<file path="src/rtl/pu_isa_pkg.sv">
// Shared 16-bit PU ISA definitions: request kinds, opcode prefixes, condition
// codes, ALU ops and field widths used by the encoder and the PU decoder.
package pu_isa_pkg;

  localparam int INS_W  = 16;
  localparam int REG_W  = 2;
  localparam int OP_W   = 4;
  localparam int COND_W = 3;
  localparam int IMM_W  = 16;
  localparam int KIND_W = 3;
  localparam int STEP_W = 2;

  typedef enum logic [KIND_W-1:0] {
    K_LDC  = 3'd0,
    K_CAL  = 3'd1,
    K_LDM  = 3'd2,
    K_STM  = 3'd3,
    K_FARJ = 3'd4,
    K_BRR  = 3'd5,
    K_HALT = 3'd6,
    K_NOP  = 3'd7
  } req_kind_e;

  localparam logic [5:0]       OPC_LI     = 6'b000001;
  localparam logic [3:0]       OPC_LIL    = 4'b0100;
  localparam logic [3:0]       OPC_LIH    = 4'b0101;
  localparam logic [5:0]       OPC_CAL    = 6'b001010;
  localparam logic [3:0]       OPC_LM     = 4'b1011;
  localparam logic [3:0]       OPC_SM     = 4'b1001;
  localparam logic [4:0]       OPC_JP_IMM = 5'b00011;
  localparam logic [4:0]       OPC_JP_REL = 5'b00100;
  localparam logic [2:0]       OPC_JP_REG = 3'b111;
  localparam logic [INS_W-1:0] OPC_HALT   = 16'h0001;
  localparam logic [INS_W-1:0] OPC_NOP    = 16'h0000;

  // Low two bits of the cond field; bit 2 is the polarity flag.
  localparam logic [1:0] CC_UC = 2'b00;
  localparam logic [1:0] CC_ZE = 2'b01;
  localparam logic [1:0] CC_CA = 2'b10;
  localparam logic [1:0] CC_SG = 2'b11;

  localparam logic [OP_W-1:0] ALU_ADD = 4'b0000;
  localparam logic [OP_W-1:0] ALU_THB = 4'b1111;

  typedef struct packed {
    req_kind_e          kind;
    logic [REG_W-1:0]   rw;
    logic [REG_W-1:0]   ra;
    logic [REG_W-1:0]   rb;
    logic [OP_W-1:0]    op;
    logic [COND_W-1:0]  cond;
    logic [IMM_W-1:0]   imm;
  } req_fields_t;

  function automatic logic s8(input logic [IMM_W-1:0] x);
    return (x[15:7] == '0) || (x[15:7] == '1);
  endfunction

endpackage

</file>
<file path="src/rtl/inst_enc_if.sv">
// Request and instruction-word handshakes of the instruction encoder.
// master = program generator / consumer side, slave = encoder.
interface inst_enc_if;
  import pu_isa_pkg::*;

  logic               req_valid;
  logic               req_ready;
  logic [KIND_W-1:0]  req_kind;
  logic [REG_W-1:0]   req_rw;
  logic [REG_W-1:0]   req_ra;
  logic [REG_W-1:0]   req_rb;
  logic [OP_W-1:0]    req_op;
  logic [COND_W-1:0]  req_cond;
  logic [IMM_W-1:0]   req_imm;

  logic               ins_valid;
  logic               ins_ready;
  logic [INS_W-1:0]   ins;
  logic               ins_last;
  logic               err;

  modport master (
    output req_valid, req_kind, req_rw, req_ra, req_rb, req_op, req_cond,
           req_imm, ins_ready,
    input  req_ready, ins_valid, ins, ins_last, err
  );

  modport slave (
    input  req_valid, req_kind, req_rw, req_ra, req_rb, req_op, req_cond,
           req_imm, ins_ready,
    output req_ready, ins_valid, ins, ins_last, err
  );

endinterface

</file>
<file path="src/rtl/inst_fmt.sv">
// Combinational formatter: (request fields, step) -> {word, last, range_err}.
// Macro INST_ENC_SHORT_EN enables the single-word LI / JP-imm short forms.
module inst_fmt
  import pu_isa_pkg::*;
(
  input  req_fields_t       fields_i,
  input  logic [STEP_W-1:0] step_i,
  output logic [INS_W-1:0]  word_o,
  output logic              last_o,
  output logic              range_err_o
);

`ifdef INST_ENC_SHORT_EN
  localparam bit SHORT_EN = 1'b1;
`else
  localparam bit SHORT_EN = 1'b0;
`endif

  logic       fits_s8;
  logic       short_ok;
  logic [7:0] lo;
  logic [7:0] hi;

  assign fits_s8  = s8(fields_i.imm);
  assign short_ok = SHORT_EN && fits_s8;
  assign lo       = fields_i.imm[7:0];
  assign hi       = fields_i.imm[15:8];

  always_comb begin
    // NOTE: every output gets a default first so no path can infer a latch.
    word_o      = OPC_NOP;
    last_o      = 1'b1;
    range_err_o = 1'b0;
    case (fields_i.kind)
      K_LDC: begin
        if (short_ok) begin
          word_o = {OPC_LI, fields_i.rw, lo};
        end else if (step_i == 2'd0) begin
          word_o = {OPC_LIL, fields_i.rw, fields_i.rw, lo};
          last_o = 1'b0;
        end else begin
          word_o = {OPC_LIH, fields_i.rw, fields_i.rw, hi};
        end
      end
      K_CAL:  word_o = {OPC_CAL, fields_i.rw, fields_i.op, fields_i.ra, fields_i.rb};
      K_LDM: begin
        word_o      = {OPC_LM, fields_i.rw, fields_i.ra, lo};
        range_err_o = !fits_s8;
      end
      K_STM: begin
        word_o      = {OPC_SM, fields_i.ra, fields_i.rb, lo};
        range_err_o = !fits_s8;
      end
      K_FARJ: begin
        // Long form loads the target into ra (scratch) then jumps through it.
        if (short_ok) begin
          word_o = {OPC_JP_IMM, fields_i.cond, lo};
        end else begin
          case (step_i)
            2'd0: begin
              word_o = {OPC_LIL, fields_i.ra, fields_i.ra, lo};
              last_o = 1'b0;
            end
            2'd1: begin
              word_o = {OPC_LIH, fields_i.ra, fields_i.ra, hi};
              last_o = 1'b0;
            end
            default: word_o = {OPC_JP_REG, fields_i.ra, fields_i.cond, 8'h00};
          endcase
        end
      end
      K_BRR: begin
        word_o      = {OPC_JP_REL, fields_i.cond, lo};
        range_err_o = !fits_s8;
      end
      K_HALT: word_o = OPC_HALT;
      K_NOP:  word_o = OPC_NOP;
    endcase
  end

endmodule

</file>
<file path="src/rtl/inst_enc.sv">
// Instruction encoder/expander: one request in, one to three PU words out.
// Short-form selection is set by INST_ENC_SHORT_EN inside inst_fmt.
module inst_enc
  import pu_isa_pkg::*;
#(
  parameter int unsigned PU_NUM = 0
) (
  input logic       clk,
  input logic       rst_n,
  inst_enc_if.slave bus
);

  if (PU_NUM > 32'd65535) begin : g_pu_num_range
    $error("inst_enc: PU_NUM out of range");
  end

  typedef enum logic [1:0] {ST_IDLE, ST_W0, ST_W1, ST_W2} state_e;

  state_e            state_q, state_d;
  req_fields_t       fields_q, fields_d;
  logic              err_q, err_d;

  req_fields_t       req_now;
  req_fields_t       fmt_fields;
  logic [STEP_W-1:0] fmt_step;
  logic [INS_W-1:0]  fmt_word;
  logic              fmt_last;
  logic              fmt_range_err;
  logic              busy;

  assign req_now = '{kind: req_kind_e'(bus.req_kind), rw: bus.req_rw,
                     ra: bus.req_ra, rb: bus.req_rb, op: bus.req_op,
                     cond: bus.req_cond, imm: bus.req_imm};

  // In IDLE the formatter inspects the incoming request so a range error is
  // known at accept time; otherwise it formats the latched request.
  always_comb begin
    fmt_fields = fields_q;
    fmt_step   = 2'd0;
    case (state_q)
      ST_IDLE: fmt_fields = req_now;
      ST_W0:   fmt_step   = 2'd0;
      ST_W1:   fmt_step   = 2'd1;
      ST_W2:   fmt_step   = 2'd2;
    endcase
  end

  inst_fmt u_fmt (
    .fields_i    (fmt_fields),
    .step_i      (fmt_step),
    .word_o      (fmt_word),
    .last_o      (fmt_last),
    .range_err_o (fmt_range_err)
  );

  always_comb begin
    state_d  = state_q;
    fields_d = fields_q;
    err_d    = 1'b0;
    case (state_q)
      ST_IDLE: begin
        if (bus.req_valid) begin
          fields_d = req_now;
          err_d    = fmt_range_err;
          state_d  = fmt_range_err ? ST_IDLE : ST_W0;
        end
      end
      default: begin
        if (bus.ins_ready) begin
          if (fmt_last) begin
            state_d = ST_IDLE;
          end else begin
            case (state_q)
              ST_W0:   state_d = ST_W1;
              ST_W1:   state_d = ST_W2;
              default: state_d = ST_IDLE;
            endcase
          end
        end
      end
    endcase
  end

  always_ff @(posedge clk or negedge rst_n) begin
    if (!rst_n) begin
      state_q  <= ST_IDLE;
      // NOTE: the holding register is cleared too, so no stale request
      // survives a reset even though outputs are gated by state.
      fields_q <= '0;
      err_q    <= 1'b0;
    end else begin
      // NOTE: non-blocking updates make all flops sample pre-edge values.
      state_q  <= state_d;
      fields_q <= fields_d;
      err_q    <= err_d;
    end
  end

  assign busy          = (state_q != ST_IDLE);
  assign bus.req_ready = !busy;
  assign bus.ins_valid = busy;
  assign bus.ins       = busy ? fmt_word : '0;
  assign bus.ins_last  = busy & fmt_last;
  assign bus.err       = err_q;

endmodule

</file>
<file path="src/flat_wrapper.sv">
// flat-port wrapper written by rule: the top's interface ports become plain ports
module inst_enc_flat import pu_isa_pkg::*;
#(
  parameter int unsigned PU_NUM = 0
)
  (clk, rst_n, bus_req_valid, bus_req_kind, bus_req_rw, bus_req_ra, bus_req_rb, bus_req_op, bus_req_cond, bus_req_imm, bus_ins_ready, bus_req_ready, bus_ins_valid, bus_ins, bus_ins_last, bus_err);
  inst_enc_if bus_i ();
  input logic clk;
  input logic rst_n;
  input wire logic [$bits(bus_i.req_valid)-1:0] bus_req_valid;
  input wire logic [$bits(bus_i.req_kind)-1:0] bus_req_kind;
  input wire logic [$bits(bus_i.req_rw)-1:0] bus_req_rw;
  input wire logic [$bits(bus_i.req_ra)-1:0] bus_req_ra;
  input wire logic [$bits(bus_i.req_rb)-1:0] bus_req_rb;
  input wire logic [$bits(bus_i.req_op)-1:0] bus_req_op;
  input wire logic [$bits(bus_i.req_cond)-1:0] bus_req_cond;
  input wire logic [$bits(bus_i.req_imm)-1:0] bus_req_imm;
  input wire logic [$bits(bus_i.ins_ready)-1:0] bus_ins_ready;
  output wire logic [$bits(bus_i.req_ready)-1:0] bus_req_ready;
  output wire logic [$bits(bus_i.ins_valid)-1:0] bus_ins_valid;
  output wire logic [$bits(bus_i.ins)-1:0] bus_ins;
  output wire logic [$bits(bus_i.ins_last)-1:0] bus_ins_last;
  output wire logic [$bits(bus_i.err)-1:0] bus_err;
  assign bus_i.req_valid = bus_req_valid;
  assign bus_i.req_kind = bus_req_kind;
  assign bus_i.req_rw = bus_req_rw;
  assign bus_i.req_ra = bus_req_ra;
  assign bus_i.req_rb = bus_req_rb;
  assign bus_i.req_op = bus_req_op;
  assign bus_i.req_cond = bus_req_cond;
  assign bus_i.req_imm = bus_req_imm;
  assign bus_i.ins_ready = bus_ins_ready;
  assign bus_req_ready = bus_i.req_ready;
  assign bus_ins_valid = bus_i.ins_valid;
  assign bus_ins = bus_i.ins;
  assign bus_ins_last = bus_i.ins_last;
  assign bus_err = bus_i.err;
  inst_enc #(.PU_NUM(PU_NUM)) u_core (.clk(clk), .rst_n(rst_n), .bus(bus_i));
endmodule
</file>
<file path="config.mk">
export PLATFORM = sky130hd
export DESIGN_NAME = inst_enc_flat
export DESIGN_NICKNAME = d
export VERILOG_FILES = /design/src/rtl/pu_isa_pkg.sv /design/src/rtl/inst_enc_if.sv /design/src/rtl/inst_fmt.sv /design/src/rtl/inst_enc.sv /design/src/flat_wrapper.sv
export SDC_FILE = /design/constraint.sdc
export NUM_CORES = 1
export LEC_CHECK = 0
export CORE_UTILIZATION = 53
export CTS_BUF_LIST = sky130_fd_sc_hd__clkbuf_2
export CTS_CLUSTER_DIAMETER = 150
export DETAILED_ROUTE_END_ITERATION = 6
export GPL_TIMING_DRIVEN = 0
export PLACE_DENSITY = 0.85
export SLEW_MARGIN = 20
export SYNTH_ARGS = -nofsm -noshare
export SYNTH_HDL_FRONTEND = slang
export SYNTH_SLANG_ARGS = --single-unit
export TNS_END_PERCENT = 100
</file>
<file path="constraint.sdc">
create_clock -name clk -period 2.8 [get_ports clk]
set_input_delay 0.42 -clock clk [delete_from_list [all_inputs] [get_ports clk]]
set_output_delay 0.42 -clock clk [all_outputs]
set_load 0.05 [all_outputs]
</file>
==> flow_summary.ini <==
[outcome]
status = complete, but fails checks
violations = setup timing

[power_and_ir_drop]
switchingPower_uw = 3050
p_sw_share_pct = 51.5
seq_power_share_pct = 17.3
clkPwrFrac_pct = 4.1
p_leak_uw = 0.00162
p_per_area_nw_per_um2 = 1460
ir_drop_mv = 1.01
combPwrFrac_pct = 78.6
total_power_uw = 5920
intPower_uw = 2870

[floorplan]
fp.dieW_um = 71.9
start_util_pct = 54.8
die_y_um = 71.9
core_um2 = 4720
num_rows = 25
dieArea_um2 = 5170
io_pins = 56

[cts]
cts_tree = done
cts.sinks = 35
numCtsBuffers = 5
h-tree-depth = 2
clk_pin_slew_ns = 0.20
cts_buffer_depth = 2
root_buffer = clkbuf_2
clock_latency_ns = 0.44

[worst_setup_path]
path_buf_inv = 3
path_cells = inv_2 > ha_4 > buf_12 > mux2i_4 > nand2_2 > o21ai_2 > nand3_1 > a221oi_4 > buf_6
slowest_stage = dfrtp_1
critPathMaxStageDelay_ns = 0.45
path_max_fanout = 8
cp-end-kind = primary output
crit_family = compound AO/OA/AOI/OAI gates
cp.required_ns = 2.38
arrival_ns = 2.64
critPathLaunchType = register
critical_path_class = register to primary output

[placement]
port-buffer-count = 55
dp_hpwl_um = 5470
place.gp.congestion = 0.955
place_ws_ns = -0.730
place_area_um2 = 3430

[logic_synthesis]
yosysUniqueCellTypes = 53
ys_seq_area_share_pct = 33.8
ys_ff_latch = 35
yosysWarnings = 0
synth_cells = 261
async_flop_share_pct = 100
synth_edf_count = 0
syn_avg_cell_area_um2 = 9.92
synth_nets = 301
synthesis.area_um2 = 2590
ys.flop_type = dfrtp_1

[timing]
rsz0062_at_grt = yes
finClkSkew_ns = 0.0267
slew_violations = 0
max_freq_ghz = 0.327
slew_headroom_pct = 52.7
tightest_slew_ns = 0.703
post-route-period-util_pct = 109
fin_crit_ns = 3.06
setup_viol = 15
hold_viol = 0
setup_slack_ns = -0.258

[global_route]
grt_pass1_vias = 2771
grt_max_degree = 28
grt_antenna_before_repair = 0
grt_pass1_wl_um = 13700
grtUsageTotal_pct = 35.4
grt_overflow = 0

[layout]
mostFrequentLayoutCells = clkdlybuf4s50_1 (37), buf_4 (36), dfrtp_1 (35)
fin_nets = 401
postLayoutCellArea_um2 = 4050
area_growth_pct = 56.4
diodes = 0
final_common_cell = clkdlybuf4s50_1
drive_above_1_share_pct = 46.8

[route]
drt_wl_total_um = 9980
ant_nets = 0
dr_total_vias = 2858
drt_iter0_drc = 445
post-route-drc-count = 0
wl_per_cell_um = 23.3
first_pass_iters = 7
viasPerCell = 6.68

[hold_path]
hold_path_class = input port to asynchronous set/reset pin

[run]
drv_cap = 0
==> worst paths after layout <==
kind | from | to | slack, ns | cells past startpoint
hold / removal | rst_n | u_core.fields_q[17]$_DFFE_PN0P_ | 0.34 | 2
setup reg to reg | u_core.state_q[1]$_DFFE_PN0P_ | u_core.bus.err$_DFF_PN0_ | 0.37 | 8
max in group asynchronous | rst_n | u_core.fields_q[5]$_DFFE_PN0P_ | 2.02 | 3
min in group clk | u_core.fields_q[22]$_DFFE_PN0P_ | u_core.fields_q[22]$_DFFE_PN0P_ | 0.53 | 1
hold reg to reg | u_core.fields_q[22]$_DFFE_PN0P_ | u_core.fields_q[22]$_DFFE_PN0P_ | 0.53 | 1
setup / recovery | u_core.state_q[1]$_DFFE_PN0P_ | bus_ins[3] | -0.26 | 9
==> synthesized netlist by cell type (all sizes together), types with 5 or more instances <==
master | number | share of area (%)
mux2 | 44 | 19
dfrtp | 35 | 34
nand2 | 20 | 2.9
a21oi | 16 | 3.4
buf | 14 | 4.1
nand3 | 14 | 3.1
nor2 | 14 | 2.2
mux2i | 12 | 5.4
o21ai | 11 | 2.3
inv | 9 | 1.3
nor3 | 9 | 2.1
a211oi | 8 | 2.3
a222oi | 5 | 1.9
nor4 | 5 | 1.2
==> sequential cells by signal, indices dropped and copies added (netlist names) <==
signal and flops:
u_core.state_q 2, u_core.fields_q 32, u_core.bus.err 1
==> power groups by stage <==
stage	sequential [uW]	combinational, uW	clock (uW)
final	1020	4650	244
after detailed placement	987	3470	0
after floorplan	931	2670	0
after CTS	984	4130	233
after global placement	973	3390	0
after global routing	1040	4810	260
==> layout make-up <==
cell class | instances | area [um^2]
inverter | 9 | 37.5
tap | 67 | 83.8
buffer | 15 | 138
clock buffer | 5 | 25.0
sequential | 35 | 876
fill | 242 | 674
clock inverter | 2 | 8.76
multi-input combinational | 201 | 1950
timing repair buffer | 94 | 926
==> per-layer routing <==
metal | global-route usage (%) | up-vias | part of all wire (%) | routed length (um)
li1 | - | 1184 | - | -
met1 | 44.2 | 1349 | 37 | 3650
met2 | 58.6 | 245 | 47 | 4670
met3 | 5.00 | 80 | 9.7 | 967
met4 | 21.6 | 0 | 6.9 | 691
met5 | 0 | - | 0 | 0
==> logic make-up (layout without fill, tap and decap cells) <==
| logic type | Yosys count | after routing | share of synthesized area (%) |
|---|---|---|---|
| simple gates | 75 | 75 | 15.0 |
| buf+inv | 25 | 125 | 5.65 |
| mux | 56 | 56 | 24.8 |
| fa+ha+maj | 4 | 4 | 1.93 |
| compound gates | 66 | 66 | 18.8 |
| flops | 35 | 35 | 33.8 |
==> per-stage QoR <==
stage	util, %	TNS, ns	std cells	hold WS, ns
finish	85.7	-2.43	428	0.338
global route	85.7	-3.49	428	0.376
CTS	81.6	-1.39	414	0.371
detailed placement	72.6	-8.14	384	0.301
global placement	72.3	-7.72	383	0.482
floorplan	-	-0.0351	261	0.124
==> what timing repair did <==
item / 4_1_cts / 5_1_grt
setup buffers: 21 / 14
hold buffers: 1 / 0
pin swaps: 12 / 21
gates resized for setup: 141 / 27
cloned: 2 / 0
endpoints found under the hold margin: 8 / 0
setup endpoints to repair: 17 / 17
Note: power is estimated with default switching activity, not from simulation.
==> edit: new RTL, same flow settings <==
Re-encode `state_e` (4 states) as one-hot, 4 bits wide.
--- a/src/rtl/inst_enc.sv
+++ b/src/rtl/inst_enc.sv
@@ -14,7 +14,7 @@
     $error("inst_enc: PU_NUM out of range");
   end
 
-  typedef enum logic [1:0] {ST_IDLE, ST_W0, ST_W1, ST_W2} state_e;
+  typedef enum logic [3:0] {ST_IDLE = 4'b0001, ST_W0 = 4'b0010, ST_W1 = 4'b0100, ST_W2 = 4'b1000} state_e;
 
   state_e            state_q, state_d;
   req_fields_t       fields_q, fields_d;
Formal check against the unedited RTL: no difference found for any inputs over 10 cycles, from zero or initial values and one cycle with rst_n low; not proved beyond that.
==> edit against the unedited design <==
- the run still ends with negative setup slack left
- worst setup slack got worse by 190 ps
- clock skew fell by 10 ps
- final cell count increased by 3.0%
- design area is 0.34% higher
- sequential share of layout area increased by 1.2 points
- non-clock buffer count fell by 11
- synthesized cell count is 11% higher
- routed wire length increased by 1.8%
- synthesized area up 3.4%
- sequential cell count is 2 higher
- count of clock-buffer cells in the layout unchanged
- critical endpoint is now bus_ins[8]
Power is left out: the tool's default activity adds up to more than one toggle a clock period on the data nets, which glitch-free logic cannot reach.
==> edit: results <==
{
  "final.fill_count": 258,
  "drive_above_1_share_pct": 42.0,
  "global_route.usage.met2_pct": 60.7,
  "cpMaxStageDelayCell": "sky130_fd_sc_hd__dfstp_2",
  "cts.htree.levels": 2,
  "mappedNetlistNets": 326,
  "synth-seq-area-share_pct": 34.6,
  "grtUsageMet1_pct": 46.2,
  "worstPathMaxFanout": 4,
  "worst_pin_slew_ps": 747,
  "setup_viol_count_final": 16,
  "clock-skew-final_ps": 16.5,
  "grt.met3_usage_pct": 9.25,
  "avgRoutedWirePerCell_um": 23.0,
  "initial_antenna_violation_count": 0,
  "grt_first_pass_wirelength_mm": 14.9,
  "outcome": "finished with violations",
  "failed_checks": "negative setup slack",
  "timing.final.ws_setup_ps": -453,
  "netlist_top_cells_count": "sky130_fd_sc_hd__dfrtp_1 (36), sky130_fd_sc_hd__mux2_2 (35), sky130_fd_sc_hd__o21ai_0 (21)",
  "clk_pin_slew_worst_paths_ps": 220,
  "hpwl_mm": 6.29,
  "grt_util_all_layers_pct": 37.9,
  "reg2reg_slack_ps": 150,
  "post_synth_main_area_contributors": "sky130_fd_sc_hd__dfrtp_1 (34%), sky130_fd_sc_hd__mux2_2 (15%), sky130_fd_sc_hd__mux2i_1 (4.5%), sky130_fd_sc_hd__o21ai_0 (3.9%), sky130_fd_sc_hd__a21oi_1 (3.7%)",
  "vias_in_the_first_global_route": 2946,
  "crit_family": "simple AND/OR/NAND/NOR gates",
  "grt_start_max_net_pins": 23,
  "fin_setup_tns_ps": -5360,
  "gp_congestion": 0.956,
  "slowest_delay_ps": 570,
  "layout.nets": 409,
  "detail_route.vias_per_cell": 6.96
}
==> edit: cell count changes in the layout (fill, tap and decap cells not counted), moves of 6 or more <==
| cell | change |
|---|---|
| sky130_fd_sc_hd__buf_4 | -22 |
| sky130_fd_sc_hd__o21ai_0 | +13 |
| sky130_fd_sc_hd__a22o_1 | +6 |
| sky130_fd_sc_hd__mux2_2 | +10 |
| sky130_fd_sc_hd__clkbuf_1 | +8 |
| sky130_fd_sc_hd__nand2b_1 | +7 |
| sky130_fd_sc_hd__mux2_1 | -15 |
==> edit: layer usage <==
metal,vias up,part of all wire (%)
met4,0,7.1
met3,98,11
li1,1265,-
met5,-,0
met1,1433,36
met2,274,46
==> edit: final timing paths <==
path                       cells past startpoint                  end                start
setup / recovery                               8           bus_ins[8]    u_core.state_q[0]
hold / removal                                 2  u_core.fields_q[26]                rst_n
setup reg to reg                               7   u_core.fields_q[2]    u_core.state_q[0]
hold reg to reg                                1  u_core.fields_q[20]  u_core.fields_q[20]
max in group asynchronous                      3    u_core.state_q[0]                rst_n
min in group clk                               1  u_core.fields_q[20]  u_core.fields_q[20]
==> edit: timing repair <==
| action | CTS | global route |
|---|---|---|
| hold buffers | 1 | 0 |
| resized for setup | 172 | 40 |
| endpoints found under the hold margin | 15 | 0 |
| endpoints found under the setup margin | 19 | 19 |
| pin swaps | 17 | 11 |
| cloned | 1 | 0 |
| buffers inserted | 13 | 8 |
==> edit: kinds of logic after synthesis <==
group	share of synthesized area, %
compound gates	22.3
simple gates	18.1
mux	19.2
flops	34.6
buf+inv	5.10
xor+xnor	0.327
fa+ha+maj	0.374
==> edit: final cells by class <==
cell class,instances,share of cell area (%)
Tap cell,67,2.06
Timing Repair Buffer,78,20.6
Inverter,9,1.02
Sequential cell,37,22.9
Clock inverter,3,1.02
Multi-Input combinational cell,222,48.4
Clock buffer,5,0.616
Buffer,20,3.45
==> edit: through the flow <==
| step | setup WS [ps] | area, um^2 | hold WS (ps) | util, % | std cells |
|---|---|---|---|---|---|
| 2_1_floorplan | -197 | 2750 | 124 | - | 290 |
| 4_1_cts | -414 | 3860 | 463 | 80.6 | 434 |
| 3_3_place_gp | -1000 | 3370 | 486 | 70.4 | 411 |
| 5_1_grt | -516 | 4060 | 459 | 84.9 | 441 |
| 3_5_place_dp | -1070 | 3390 | 384 | 70.9 | 412 |
| 6_report | -453 | 4060 | 423 | 84.9 | 441 |
==> edit: worst register-to-register path, cell delays in order (launching register included) <==
cell	delay, ps
sky130_fd_sc_hd__dfstp_2	570
sky130_fd_sc_hd__or4b_4	550
sky130_fd_sc_hd__inv_8	120
sky130_fd_sc_hd__bufbuf_16	260
sky130_fd_sc_hd__buf_4	100
sky130_fd_sc_hd__nand2_1	170
sky130_fd_sc_hd__clkbuf_1	400
sky130_fd_sc_hd__mux2_2	400
